--- config.mk ---
export PLATFORM = sky130hd
export DESIGN_NAME = fetch_unit
export DESIGN_NICKNAME = d
export VERILOG_FILES = /design/src/rtl/cpu_pkg.sv /design/src/rtl/ifid_reg.sv /design/src/rtl/fetch_unit.sv
export SDC_FILE = /design/constraint.sdc
export NUM_CORES = 1
export LEC_CHECK = 0
export BUFFER_PORTS_ARGS = -buffer_cell sky130_fd_sc_hd__buf_2
export CAP_MARGIN = 10
export CORE_MARGIN = 4
export CORE_UTILIZATION = 49
export DETAILED_ROUTE_END_ITERATION = 10
export PLACE_DENSITY_LB_ADDON = 0.08
export SYNTH_ARGS = -nofsm -noshare
export SYNTH_HDL_FRONTEND = slang
export SYNTH_SLANG_ARGS = --single-unit
export TNS_END_PERCENT = 20
--- constraint.sdc ---
create_clock -name clk -period 2.49 [get_ports clk]
set_clock_uncertainty 0.15 [all_clocks]
set_input_delay 0.3735 -clock clk [delete_from_list [all_inputs] [get_ports clk]]
set_output_delay 0.3735 -clock clk [all_outputs]
set_load 0.05 [all_outputs]
--- src/rtl/cpu_pkg.sv ---
// Shared types and constants for the CPU front end.
package cpu_pkg;

    localparam int ADDR_W_DEF  = 32;
    localparam int INSTR_W_DEF = 32;

    // An all-zero instruction word is the pipeline bubble.
    localparam logic [INSTR_W_DEF-1:0] NOP_INSTR = '0;

    // FETCH: request in flight or about to be issued.
    // HOLD : no request; one fetched word is parked in the buffer.
    // DRAIN: request still in flight but its response belongs to a squashed path.
    typedef enum logic [1:0] {
        FETCH = 2'd0,
        HOLD  = 2'd1,
        DRAIN = 2'd2
    } fetch_state_t;

endpackage

--- src/rtl/ifid_reg.sv ---
// IF/ID pipeline register: load a new instruction, insert a bubble, or hold.
module ifid_reg
    import cpu_pkg::*;
#(
    parameter int ADDR_W  = ADDR_W_DEF,
    parameter int INSTR_W = INSTR_W_DEF
) (
    input  logic               clk,
    input  logic               reset,
    input  logic               i_load,
    input  logic               i_bubble,
    input  logic [INSTR_W-1:0] i_instr,
    input  logic [ADDR_W-1:0]  i_pc4,
    output logic [INSTR_W-1:0] o_instr,
    output logic [ADDR_W-1:0]  o_pc4,
    output logic               o_valid
);

    logic [INSTR_W-1:0] r_instr;
    logic [ADDR_W-1:0]  r_pc4;
    logic               r_valid;

    // Bubble wins over load so a squash can never let a stale word through.
    always_ff @(posedge clk) begin
        if (reset || i_bubble) begin
            r_instr <= INSTR_W'(NOP_INSTR);
            r_pc4   <= '0;
            r_valid <= 1'b0;
        end else if (i_load) begin
            r_instr <= i_instr;
            r_pc4   <= i_pc4;
            r_valid <= 1'b1;
        end
    end

    assign o_instr = r_instr;
    assign o_pc4   = r_pc4;
    assign o_valid = r_valid;

endmodule

--- src/rtl/fetch_unit.sv ---
// Instruction fetch stage: PC, fetch FSM, one-entry stall buffer and IF/ID register.
module fetch_unit
    import cpu_pkg::*;
#(
    parameter int                ADDR_W   = ADDR_W_DEF,
    parameter int                INSTR_W  = INSTR_W_DEF,
    parameter logic [ADDR_W-1:0] RESET_PC = '0
) (
    input  logic               clk,
    input  logic               reset,
    input  logic               pc_write_en,
    input  logic               ifid_write_en,
    input  logic               redirect_valid,
    input  logic [ADDR_W-1:0]  redirect_pc,
    output logic               imem_req,
    output logic [ADDR_W-1:0]  imem_addr,
    input  logic               imem_ack,
    input  logic [INSTR_W-1:0] imem_rdata,
    output logic [INSTR_W-1:0] ifid_instr,
    output logic [ADDR_W-1:0]  ifid_pc4,
    output logic               ifid_valid
);

    fetch_state_t       r_state;
    logic [ADDR_W-1:0]  r_pc;
    logic [ADDR_W-1:0]  r_pending_pc;
    logic [INSTR_W-1:0] r_buf;

    logic               w_advance;
    logic [ADDR_W-1:0]  w_pc4;
    logic [ADDR_W-1:0]  w_redirect_pc;
    logic               w_ifid_load;
    logic               w_ifid_bubble;
    logic [INSTR_W-1:0] w_ifid_instr;

    // A disagreement between the two stall enables is treated as a stall.
    assign w_advance     = pc_write_en & ifid_write_en;
    assign w_pc4         = r_pc + ADDR_W'(4);
    assign w_redirect_pc = redirect_pc & ~ADDR_W'(3);

    // The address comes only from the PC register, so it is stable until ack.
    assign imem_req  = (r_state != HOLD);
    assign imem_addr = r_pc;

    // Decide what the IF/ID register does this cycle.
    always_comb begin
        w_ifid_load   = 1'b0;
        w_ifid_bubble = 1'b0;
        w_ifid_instr  = imem_rdata;
        if (redirect_valid) begin
            w_ifid_bubble = 1'b1;
        end else begin
            case (r_state)
                FETCH: begin
                    if (w_advance) begin
                        if (imem_ack) w_ifid_load   = 1'b1;
                        else          w_ifid_bubble = 1'b1;
                    end
                end
                HOLD: begin
                    if (w_advance) begin
                        w_ifid_load  = 1'b1;
                        w_ifid_instr = r_buf;
                    end
                end
                DRAIN: begin
                    // The response in flight is dead, so nothing real can enter.
                    if (w_advance) w_ifid_bubble = 1'b1;
                end
                default: ;
            endcase
        end
    end

    // Fetch FSM together with PC, pending redirect target and stall buffer.
    always_ff @(posedge clk) begin
        if (reset) begin
            r_state      <= FETCH;
            r_pc         <= RESET_PC;
            r_pending_pc <= '0;
            r_buf        <= INSTR_W'(NOP_INSTR);
        end else if (redirect_valid) begin
            r_buf <= INSTR_W'(NOP_INSTR);
            case (r_state)
                FETCH: begin
                    if (imem_ack) begin
                        r_pc <= w_redirect_pc;
                    end else begin
                        r_pending_pc <= w_redirect_pc;
                        r_state      <= DRAIN;
                    end
                end
                HOLD: begin
                    r_pc    <= w_redirect_pc;
                    r_state <= FETCH;
                end
                DRAIN: begin
                    // Latest redirect wins while the old response is still due.
                    r_pending_pc <= w_redirect_pc;
                    if (imem_ack) begin
                        r_pc    <= w_redirect_pc;
                        r_state <= FETCH;
                    end
                end
                default: r_state <= FETCH;
            endcase
        end else begin
            case (r_state)
                FETCH: begin
                    if (imem_ack) begin
                        if (w_advance) begin
                            r_pc <= w_pc4;
                        end else begin
                            r_buf   <= imem_rdata;
                            r_state <= HOLD;
                        end
                    end
                end
                HOLD: begin
                    if (w_advance) begin
                        r_pc    <= w_pc4;
                        r_state <= FETCH;
                    end
                end
                DRAIN: begin
                    if (imem_ack) begin
                        r_pc    <= r_pending_pc;
                        r_state <= FETCH;
                    end
                end
                default: r_state <= FETCH;
            endcase
        end
    end

    ifid_reg #(
        .ADDR_W  (ADDR_W),
        .INSTR_W (INSTR_W)
    ) u_ifid_reg (
        .clk      (clk),
        .reset    (reset),
        .i_load   (w_ifid_load),
        .i_bubble (w_ifid_bubble),
        .i_instr  (w_ifid_instr),
        .i_pc4    (w_pc4),
        .o_instr  (ifid_instr),
        .o_pc4    (ifid_pc4),
        .o_valid  (ifid_valid)
    );

endmodule

---- Word level (Yosys, flattened, before mapping) ----
Cells that the tools add are included.
cells by class
  $add $sub $neg .......................... 1
  equality and inequality tests ........... 11
  reductions and logical operators ........ 10
  muxes and demuxes ....................... 29
  bitwise gates (word level) .............. 1
operators with widths
  cell                     count
  $mux W32                 9
  $pmux W32 S2             2
  $pmux W32 S3             1
  $add A32 B3 Y32 const B  1
  $ne A3 B3 Y1 const B     5
  $mux W2                  6
  $mux W1                  7
  $ne A3 B2 Y1 const B     2
  $pmux W2 S3              1
  $reduce_and A5 Y1        1
  $pmux W1 S2              2
  $pmux W2 S2              1
  $reduce_and A4 Y1        1
  $reduce_bool A4 Y1       1
  $reduce_or A2 Y1         2
  $reduce_and A3 Y1        1
  $eq A2 B1 Y1 const B     1
  $eq A2 B2 Y1 const B     1
  $logic_not A2 Y1         1
  $ne A2 B1 Y1 const B     1
  $ne A2 B2 Y1 const B     1
  $reduce_and A2 Y1        1
  $reduce_bool A2 Y1       1
  $and A1 B1 Y1            1
  $logic_or A1 B1 Y1       1
storage, ports and cells
  output and inout bits ................... 98
  bits in registers ....................... 163
  bits of input ports ..................... 70

---- Depth between registers and ports, before layout ----
Gate-level depths: netlist of the first run.
  depth in word-level cells ............... 5
  depth in mapped cells ................... 8

---- Hierarchy ----
From an unflattened synthesis of the first run, not the netlist that was laid out.
second synthesis, totals
  cell total of the unflattened synthesis .. 866
  area total of the unflattened synthesis .. 7,365.8 um^2
by module, submodules not included
  module      cells an instance  seq. area each (um^2)  area each (um^2)  instances
  fetch_unit  656                1,881.8                5,026.1           1
  ifid_reg    210                1,301.2                2,339.7           1

---- Least setup slack after synthesis of the first run ----
OpenSTA, ideal clock, no wires.
  kind .................................... reg-to-reg
  start ................................... register r_pc[2], in the netlist imem_addr[2]
  end ..................................... register r_pc[26], in the netlist imem_addr[26]
  clock period less this slack ............ 2,749 ps
  required time ........................... 2,266 ps
  path slack .............................. -259 ps
  cell stages (with the launch flop) ...... 7
  arrival time ............................ 2,525 ps
  cell sequence ........................... dfxtp_1 > ha_1 > nand4_2 > nor4_4 > nand2_1 > or4b_2 > a31oi_1
on the way
  word-level cells in the longest chain between the ends .. 5
RTL lines
  item                      RTL line                              text
  start: declaration        fetch_unit.sv:25                      logic [ADDR_W-1:0] r_pc;
  start signal: assignment  fetch_unit.sv:87                      r_pc <= w_redirect_pc;
  start signal: assignment  fetch_unit.sv:94                      r_pc <= w_redirect_pc;
  start signal: assignment  fetch_unit.sv:101                     r_pc <= w_redirect_pc;
  $add A32 B3 Y32 *         fetch_unit.sv:38                      assign w_pc4 = r_pc + ADDR_W'(4);
  $mux W32 *                fetch_unit.sv:111, fetch_unit.sv:120
  $mux W32                  fetch_unit.sv:110                     if (imem_ack) begin
  $pmux W32 S3 *            fetch_unit.sv:108                     case (r_state)
  $mux W32 *                fetch_unit.sv:82                      end else if (redirect_valid) begin
Mark *: on every way between the ends. The rest lies on a longest branch, timed or not. The select of a mux whose other input is x is not followed.
A chain may end at the register's enable or synchronous reset.

---- Worst setup path in the final report of the first run ----
Same ends and word-level chain as after synthesis.

==> impl_results.md, run 1 <==
- Initial antenna violation count: 1
- Via Count: around 7,000
- Post-synthesis sequential area ratio: between 40% and 50%
- Crit path max fanout: 4
- Ys flop type: dfxtp_1
- Hold path cells: 3
- Fill cells: roughly 1,300
- Number of global-route vias before repair: approximately 6,400
- Synth top area cells: dfxtp_1 (43%), nand2_1 (8.9%), a21oi_1 (6.9%), a211oi_1 (5.7%), mux2i_1 (5.1%)
- Antenna cells: 0
- Final worst-path cycle share: between 90% and 100%
- Initial DRC count: 481
- Initial Util: between 50% and 60%
- Synth Instances: 922
- Post-CTS sizing: 0
- Gr usage total: 24.1%
- First-pass GRT wire length: roughly 33,000 um
- Post-route DRC: 0
- Setup crit start kind: flop
- Pwr/cell area: between 700 and 800 nW/um2
- Largest net degree at the start of global routing: 80
- Final WL: 20,600 um
- Post-synth EDFFs: 0
- Post-synth top area share: a little over two fifths
- Clk sinks: 157
- Hold WC Path Type: input port to flop
- Placement Setup Slack: 0.200 ns
- Num CTS Buffers: 17
- RSZ-0062 raised after global routing: no
- CTS Root Cell: clkbuf_16
- CP required: 2.69 ns
- Layout cell share with drive strength beyond 1: a little under a quarter
- H-tree depth: 4
- Pleak: 3.89 nW
- Max_slew headroom: about three fifths
- Number of post-CTS setup repair buffers: 0
- Die W: around 130 um
- Antenna Nets Post-Route: 0
- Final Max Tran Viols: 0
- Die area: 16,900 um2
- FF+latch count, synth: ~160
- R2r setup slk: about 0.16 ns
- Average size of a mapped cell: 7.93 um2
- Core region area: around 15,000 um2
- Mapped Area: around 7300 um2
- Clock Tree Buf Depth: 2
- FFs w/ async S/R, synth: 0%
- DRT Pass-1 Iters: 5
- GPL Wtd Cong: slightly below 0.9
- Area delta synth->final: 23.9%
- Yosys warns: 0
- Crit path launch: imem_addr[2]$_SDFFE_PP0P_
- Worst VDD drop: roughly 500 uV
- Arr. time, crit path: between 2 and 3 ns
- Cts hold-fix bufs: 0
- Nature of the critical path endpoint: flop
- Vias per inst: between 5 and 6
- Setup violators final: 0
- Top Ports: between 150 and 200
- Max cap viols: 0
- Worst R2R Path Depth: 6
- NumNets Final: between 1,000 and 1,500
- Final Worst Setup Slack: between 0.15 and 0.2 ns
- Hold Fails Final Rpt: 0
- Post-DP HPWL: around 14,000 um
- CTS tree: yes
- Status: complete, no violations
- Post-layout min period: 2.33 ns
- Chip height: approximately 130 um
- Worst r2r src: imem_addr[2]$_SDFFE_PP0P_
- Wire length per cell: between 15 and 20 um
- Clk_lat worst skew: 0.42 ns
- Rows: 44
- Worst setup endpoint: imem_addr[26]$_SDFFE_PP0P_
- Area leader, netlist: dfxtp_1
- FMAX: ~0.43 GHz
- Number of port buffers: approximately 160
- Unique masters post-synth: 58
- Overflow after GRT: 0
- Worst slew pin tran: around 0.58 ns
- WHS: around 0.04 ns
- Critical path type: flop to flop
- Clock slew at reported path FFs: approximately 0.070 ns
- Worst R2R End: imem_addr[26]$_SDFFE_PP0P_
[report_power, final]
group / internal [mW] / total, mW / switching, mW
sequential: 2.61 / 2.70 / 0.0918
clock: 1.74 / 2.80 / 1.06
combinational: 0.284 / 0.903 / 0.619
[critical path: stages (launching register included)]
cell and delay [ns]:
dfxtp_2 0.33, ha_1 0.23, nand4_2 0.18, nor4_4 0.40, nand2_1 0.16, or4b_2 0.65, a31oi_1 0.17
[state kept, by name, summed over array words and instances (netlist names)]
name                flops
imem_addr              30
r_buf                  32
r_pending_pc           30
r_state                 2
u_ifid_reg.o_instr     32
u_ifid_reg.o_pc4       30
u_ifid_reg.o_valid      1
[per-stage QoR]
stage	area [um2]	cells	TNS [ns]	power (mW)	util, %
6_report	9050	1263	0	6.41	62.0
4_1_cts	9050	1263	0	6.45	62.0
3_3_place_gp	8410	1232	0	3.65	57.7
5_1_grt	9050	1263	0	6.65	62.0
2_1_floorplan	7330	925	-0.0183	3.36	-
3_5_place_dp	8410	1232	0	3.66	57.7
[worst min-delay path by stage]
stage	endpoint	slack (ns)	start
final	r_buf[22]$_SDFFE_PP0P_	0.04	imem_rdata[22]
after global routing	r_buf[5]$_SDFFE_PP0P_	0.04	imem_rdata[5]
after CTS	r_buf[22]$_SDFFE_PP0P_	0.04	imem_rdata[22]
after detailed placement	r_pending_pc[14]$_SDFFE_PP0P_	0.29	r_pending_pc[14]$_SDFFE_PP0P_
after global placement	r_pending_pc[12]$_SDFFE_PP0P_	0.29	r_pending_pc[12]$_SDFFE_PP0P_
after floorplan	r_pending_pc[12]$_SDFFE_PP0P_	0.28	r_pending_pc[12]$_SDFFE_PP0P_
[cell usage after synthesis (13+ instances only)]
| cell | number |
|---|---|
| xor2_1 | 15 |
| nor3_1 | 21 |
| nand3_1 | 20 |
| clkbuf_1 | 60 |
| mux2i_1 | 37 |
| nand2b_1 | 13 |
| nor2_1 | 80 |
| nand2_1 | 174 |
| dfxtp_1 | 157 |
| o21ai_0 | 45 |
| a21oi_1 | 101 |
| a211oi_1 | 55 |
[layer usage]
layer,up-vias,part of all wire [%],global-route usage (%)
met4,2,2.4,7.95
met5,-,0.068,0
met2,205,46,37.9
li1,3523,-,-
met3,39,7.3,6.88
met1,3230,44,32.0
[area by class of cell]
| class | count | area, um2 | share of cell area [%] |
|---|---|---|---|
| clock buffer | 19 | 453 | 5.00 |
| clock inverter | 12 | 185 | 2.05 |
| inverter | 10 | 37.5 | 0.415 |
| multi-input combinational | 680 | 3830 | 42.3 |
| sequential | 157 | 3160 | 34.9 |
| tap | 184 | 230 | 2.54 |
| timing repair buffer | 201 | 1160 | 12.8 |
[kinds of logic (layout without fill, tap and decap cells)]
family | count (synthesis) | after routing | share of synthesized area, %
buffers and inverters | 88 | 242 | 4.88
muxes | 38 | 38 | 5.22
xor gates and xnor gates | 26 | 26 | 3.12
adders and majority gates | 1 | 1 | 0.171
AOI/OAI and AO/OA | 248 | 248 | 20.8
other | 1 | 4 | 0.0513
and+or+nand+nor | 363 | 363 | 22.7
DFF | 157 | 157 | 43.0
[cell usage in the layout, fill, tap and decap left out, types with 12 or more instances in the layout]
master,n
o21ai_0,45
xor2_1,15
buf_4,36
a21oi_1,101
nor2_1,80
nand4_1,12
nand3_1,20
nor3_1,21
dfxtp_1,146
nand2_1,174
nand2b_1,13
buf_2,161
mux2i_1,37
a211oi_1,55
clkbuf_16,17
Power figures use the tool's default switching activity.
==> inputs of run 2 (changes only) <==
--- a/config.mk
+++ b/config.mk
@@ -5,10 +5,10 @@
 export SDC_FILE = /design/constraint.sdc
 export NUM_CORES = 1
 export LEC_CHECK = 0
-export BUFFER_PORTS_ARGS = -buffer_cell sky130_fd_sc_hd__buf_2
+export BUFFER_PORTS_ARGS = -buffer_cell sky130_fd_sc_hd__buf_4
 export CAP_MARGIN = 10
 export CORE_MARGIN = 4
-export CORE_UTILIZATION = 49
+export CORE_UTILIZATION = 58
 export DETAILED_ROUTE_END_ITERATION = 10
 export PLACE_DENSITY_LB_ADDON = 0.08
 export SYNTH_ARGS = -nofsm -noshare
==> constraint.sdc (replaced) <==
create_clock -name clk -period 2.9 [get_ports clk]
set_clock_uncertainty 0.15 [all_clocks]
set_input_delay 0.435 -clock clk [delete_from_list [all_inputs] [get_ports clk]]
set_output_delay 0.435 -clock clk [all_outputs]
set_load 0.05 [all_outputs]
==> run 2 against run 1 <==
- final cell count shrank 2.4%
- highest routed layer is now met4
- largest cell class unchanged
- power shrank 17%
- routed wire length grew 0.24%
- sequential cell count is the same
- core utilization grew 14 points
- sequential share of layout area shrank 0.80 points
- non-clock buffer count shrank 15
- maximum frequency shrank 3.4%
- global-route usage grew 4.1 points
- critical endpoint unchanged
- combinational power shrank 11%
- sequential power shrank 14%
- worst hold slack gained 0.070 ns
==> impl_results.md, run 2 (same netlist as run 1, synthesis figures left out) <==
- Pwr/cell area: 576 nW/um2 (was 708 nW/um2)
- CTS tree: yes (unchanged)
- Worst R2R Path Depth: 6 (unchanged)
- Top Ports: 168 (unchanged)
- First-pass GRT wire length: 32,800 um (was 32,500 um)
- Worst setup endpoint: imem_addr[26]$_SDFFE_PP0P_ (unchanged)
- Num CTS Buffers: 17 (unchanged)
- Final Max Tran Viols: 0 (unchanged)
- Vias per inst: 5.87 (was 5.54)
- Setup crit start kind: flop (unchanged)
- Hold WC Path Type: input port to flop (unchanged)
- Rows: 40 (was 44)
- Crit path launch: imem_addr[2]$_SDFFE_PP0P_ (unchanged)
- Critical path type: flop to flop (unchanged)
- Post-DP HPWL: 13,800 um (was 14,400 um)
- GPL Wtd Cong: 0.886 (was 0.885)
- CTS Root Cell: clkbuf_16 (unchanged)
- Post-route DRC: 0 (unchanged)
- Setup_tns: 0 ns (unchanged)
- RSZ-0062 raised after global routing: no (unchanged)
- Gr usage total: 28.2% (was 24.1%)
- Clock power frac: 41.1% (was 43.7%)
- H-tree depth: 4 (unchanged)
- Initial Util: 60.1% (was 50.1%)
- Met2 Use GR: 45.0% (was 37.9%)
- Post-Layout Inst Area: 9220 um2 (was 9050 um2)
- Arr. time, crit path: 2.61 ns (was 2.54 ns)
- NetSw: 1.49 mW (was 1.77 mW)
- Final WL: 20,700 um (was 20,600 um)
- Post-CTS sizing: 0 (unchanged)
- Worst r2r src: imem_addr[2]$_SDFFE_PP0P_ (unchanged)
- Sw Ratio: 28.0% (was 27.7%)
- GRT Max-Usage Layer: met2 (unchanged)
- Clock Tree Buf Depth: 2 (unchanged)
- Post-layout min period: 2.42 ns (was 2.33 ns)
- CP required: 3.10 ns (was 2.69 ns)
- WHS: 0.109 ns (was 0.0390 ns)
- Chip height: 120 um (was 130 um)
- Antenna cells: 0 (unchanged)
- Wire length per cell: 16.8 um (was 16.3 um)
- Cell Count Post-Placement: 1,201 (was 1,232)
- Max cap viols: 0 (unchanged)
- Worst R2R End: imem_addr[26]$_SDFFE_PP0P_ (unchanged)
- FMAX: 0.414 GHz (was 0.429 GHz)
- Clk sinks: 157 (unchanged)
- Number of port buffers: 161 (unchanged)
- Via Count: 7,238 (was 6,999)
- Number of post-CTS setup repair buffers: 0 (unchanged)
- Initial antenna violation count: 0 (was 1)
- Final worst-path cycle share: 83.3% (was 93.7%)
- M1 GR Usage: 35.9% (was 32.0%)
- Placement Setup Slack: 0.527 ns (was 0.200 ns)
- Largest net degree at the start of global routing: 80 (unchanged)
- Area delta synth->final: 26.2% (was 23.9%)
- DRT Pass-1 Iters: 7 (was 5)
- Layout cell share with drive strength beyond 1: 21.6% (was 23.9%)
- Most common cell after layout, fill and taps aside: buf_4 (was nand2_1)
- Nature of the critical path endpoint: flop (unchanged)
- Cts hold-fix bufs: 0 (unchanged)
- Antenna Nets Post-Route: 0 (unchanged)
- Worst VDD drop: 439 uV (was 501 uV)
- Register share of total power: 43.8% (was 42.2%)
- Max_slew headroom: 27.6% (was 61.3%)
- Final Worst Setup Slack: 0.485 ns (was 0.158 ns)
- Initial DRC count: 797 (was 481)
- Hold Fails Final Rpt: 0 (unchanged)
- Worst slew pin tran: 1.09 ns (was 0.580 ns)
- Status: complete, no violations (unchanged)
- NumNets Final: 1,123 (was 1,138)
- Crit path max fanout: 5 (was 4)
- Setup violators final: 0 (unchanged)
- Area after DPL: 8640 um2 (was 8410 um2)
- Die W: 120 um (was 130 um)
- Clock slew at reported path FFs: 0.06 ns (was 0.07 ns)
- Clk_lat worst skew: 0.43 ns (was 0.42 ns)
- R2r setup slk: 0.48 ns (was 0.16 ns)
- Overflow after GRT: 0 (unchanged)
- Internal power: 3.83 mW (was 4.63 mW)
- Die area: 14,500 um2 (was 16,900 um2)
- Most frequent cells in the layout: buf_4 (184), nand2_1 (174), dfxtp_1 (157) (was nand2_1 (174), buf_2 (161), dfxtp_1 (146))
- Core region area: 12,200 um2 (was 14,600 um2)
- Final std cells w/o fill: 1,233 (was 1,263)
- Pleak: 3.82 nW (was 3.89 nW)
- Gate power share: 15.2% (was 14.1%)
- Number of global-route vias before repair: 6,628 (was 6,430)
- Grt met3 use: 7.39% (was 6.88%)
-- run 2: cell types whose count changed in the layout (fill, tap and decap cells not counted) --
cell        before  now
buf_12           4    2
buf_2          161    0
buf_4           36  184
bufinv_16        4    2
clkbuf_1         0    3
clkinv_2         2    3
clkinv_4         4    2
clkinvlp_4       0    3
dfxtp_1        146  157
dfxtp_2         11    0
inv_6            1    0
inv_8            1    0
-- run 2: cell type report --
type                       instances  area, um2
multi-input combinational        680       3830
inverter                          10       37.5
clock inverter                    10        115
tap                              168        210
sequential                       157       3140
clock buffer                      22        464
timing repair buffer             186       1420
fill                             958       2940
-- run 2: worst min path at each step --
| stage | from | to | depth (start not counted) |
|---|---|---|---|
| 6_report | redirect_pc[15] | r_pending_pc[15]$_SDFFE_PP0P_ | 3 |
| 4_1_cts | imem_rdata[8] | r_buf[8]$_SDFFE_PP0P_ | 3 |
| 5_1_grt | imem_rdata[5] | r_buf[5]$_SDFFE_PP0P_ | 3 |
| 3_5_place_dp | r_pending_pc[2]$_SDFFE_PP0P_ | r_pending_pc[2]$_SDFFE_PP0P_ | 2 |
| 2_1_floorplan | r_pending_pc[12]$_SDFFE_PP0P_ | r_pending_pc[12]$_SDFFE_PP0P_ | 2 |
| 3_3_place_gp | r_pending_pc[20]$_SDFFE_PP0P_ | r_pending_pc[20]$_SDFFE_PP0P_ | 2 |
-- run 2: metrics by stage --
stage	power, mW	util [%]
floorplan	2.88	-
global placement	3.15	71.1
detailed placement	3.17	71.1
CTS	5.33	75.8
global route	5.50	75.8
finish	5.32	75.8
-- run 2: layer usage --
metal | routed length (um) | vias up | share of wire (%)
li1 | - | 3490 | -
met1 | 8740 | 3413 | 42
met2 | 9620 | 290 | 46
met3 | 1770 | 45 | 8.6
met4 | 553 | 0 | 2.7
met5 | 0 | - | 0
-- run 2: critical path, cell delays in order, from the launching register on --
cell,delay (ns)
dfxtp_1,0.33
ha_1,0.24
nand4_2,0.23
nor4_4,0.39
nand2_1,0.17
or4b_2,0.66
a31oi_1,0.17
-- run 2: power by group through the flow --
stage               sequential (mW)  clock, mW  combinational [mW]
floorplan                      2.51          0               0.376
global placement               2.37          0               0.785
detailed placement             2.37          0               0.799
CTS                            2.32       2.21               0.803
global route                   2.34       2.30               0.870
finish                         2.33       2.18               0.807
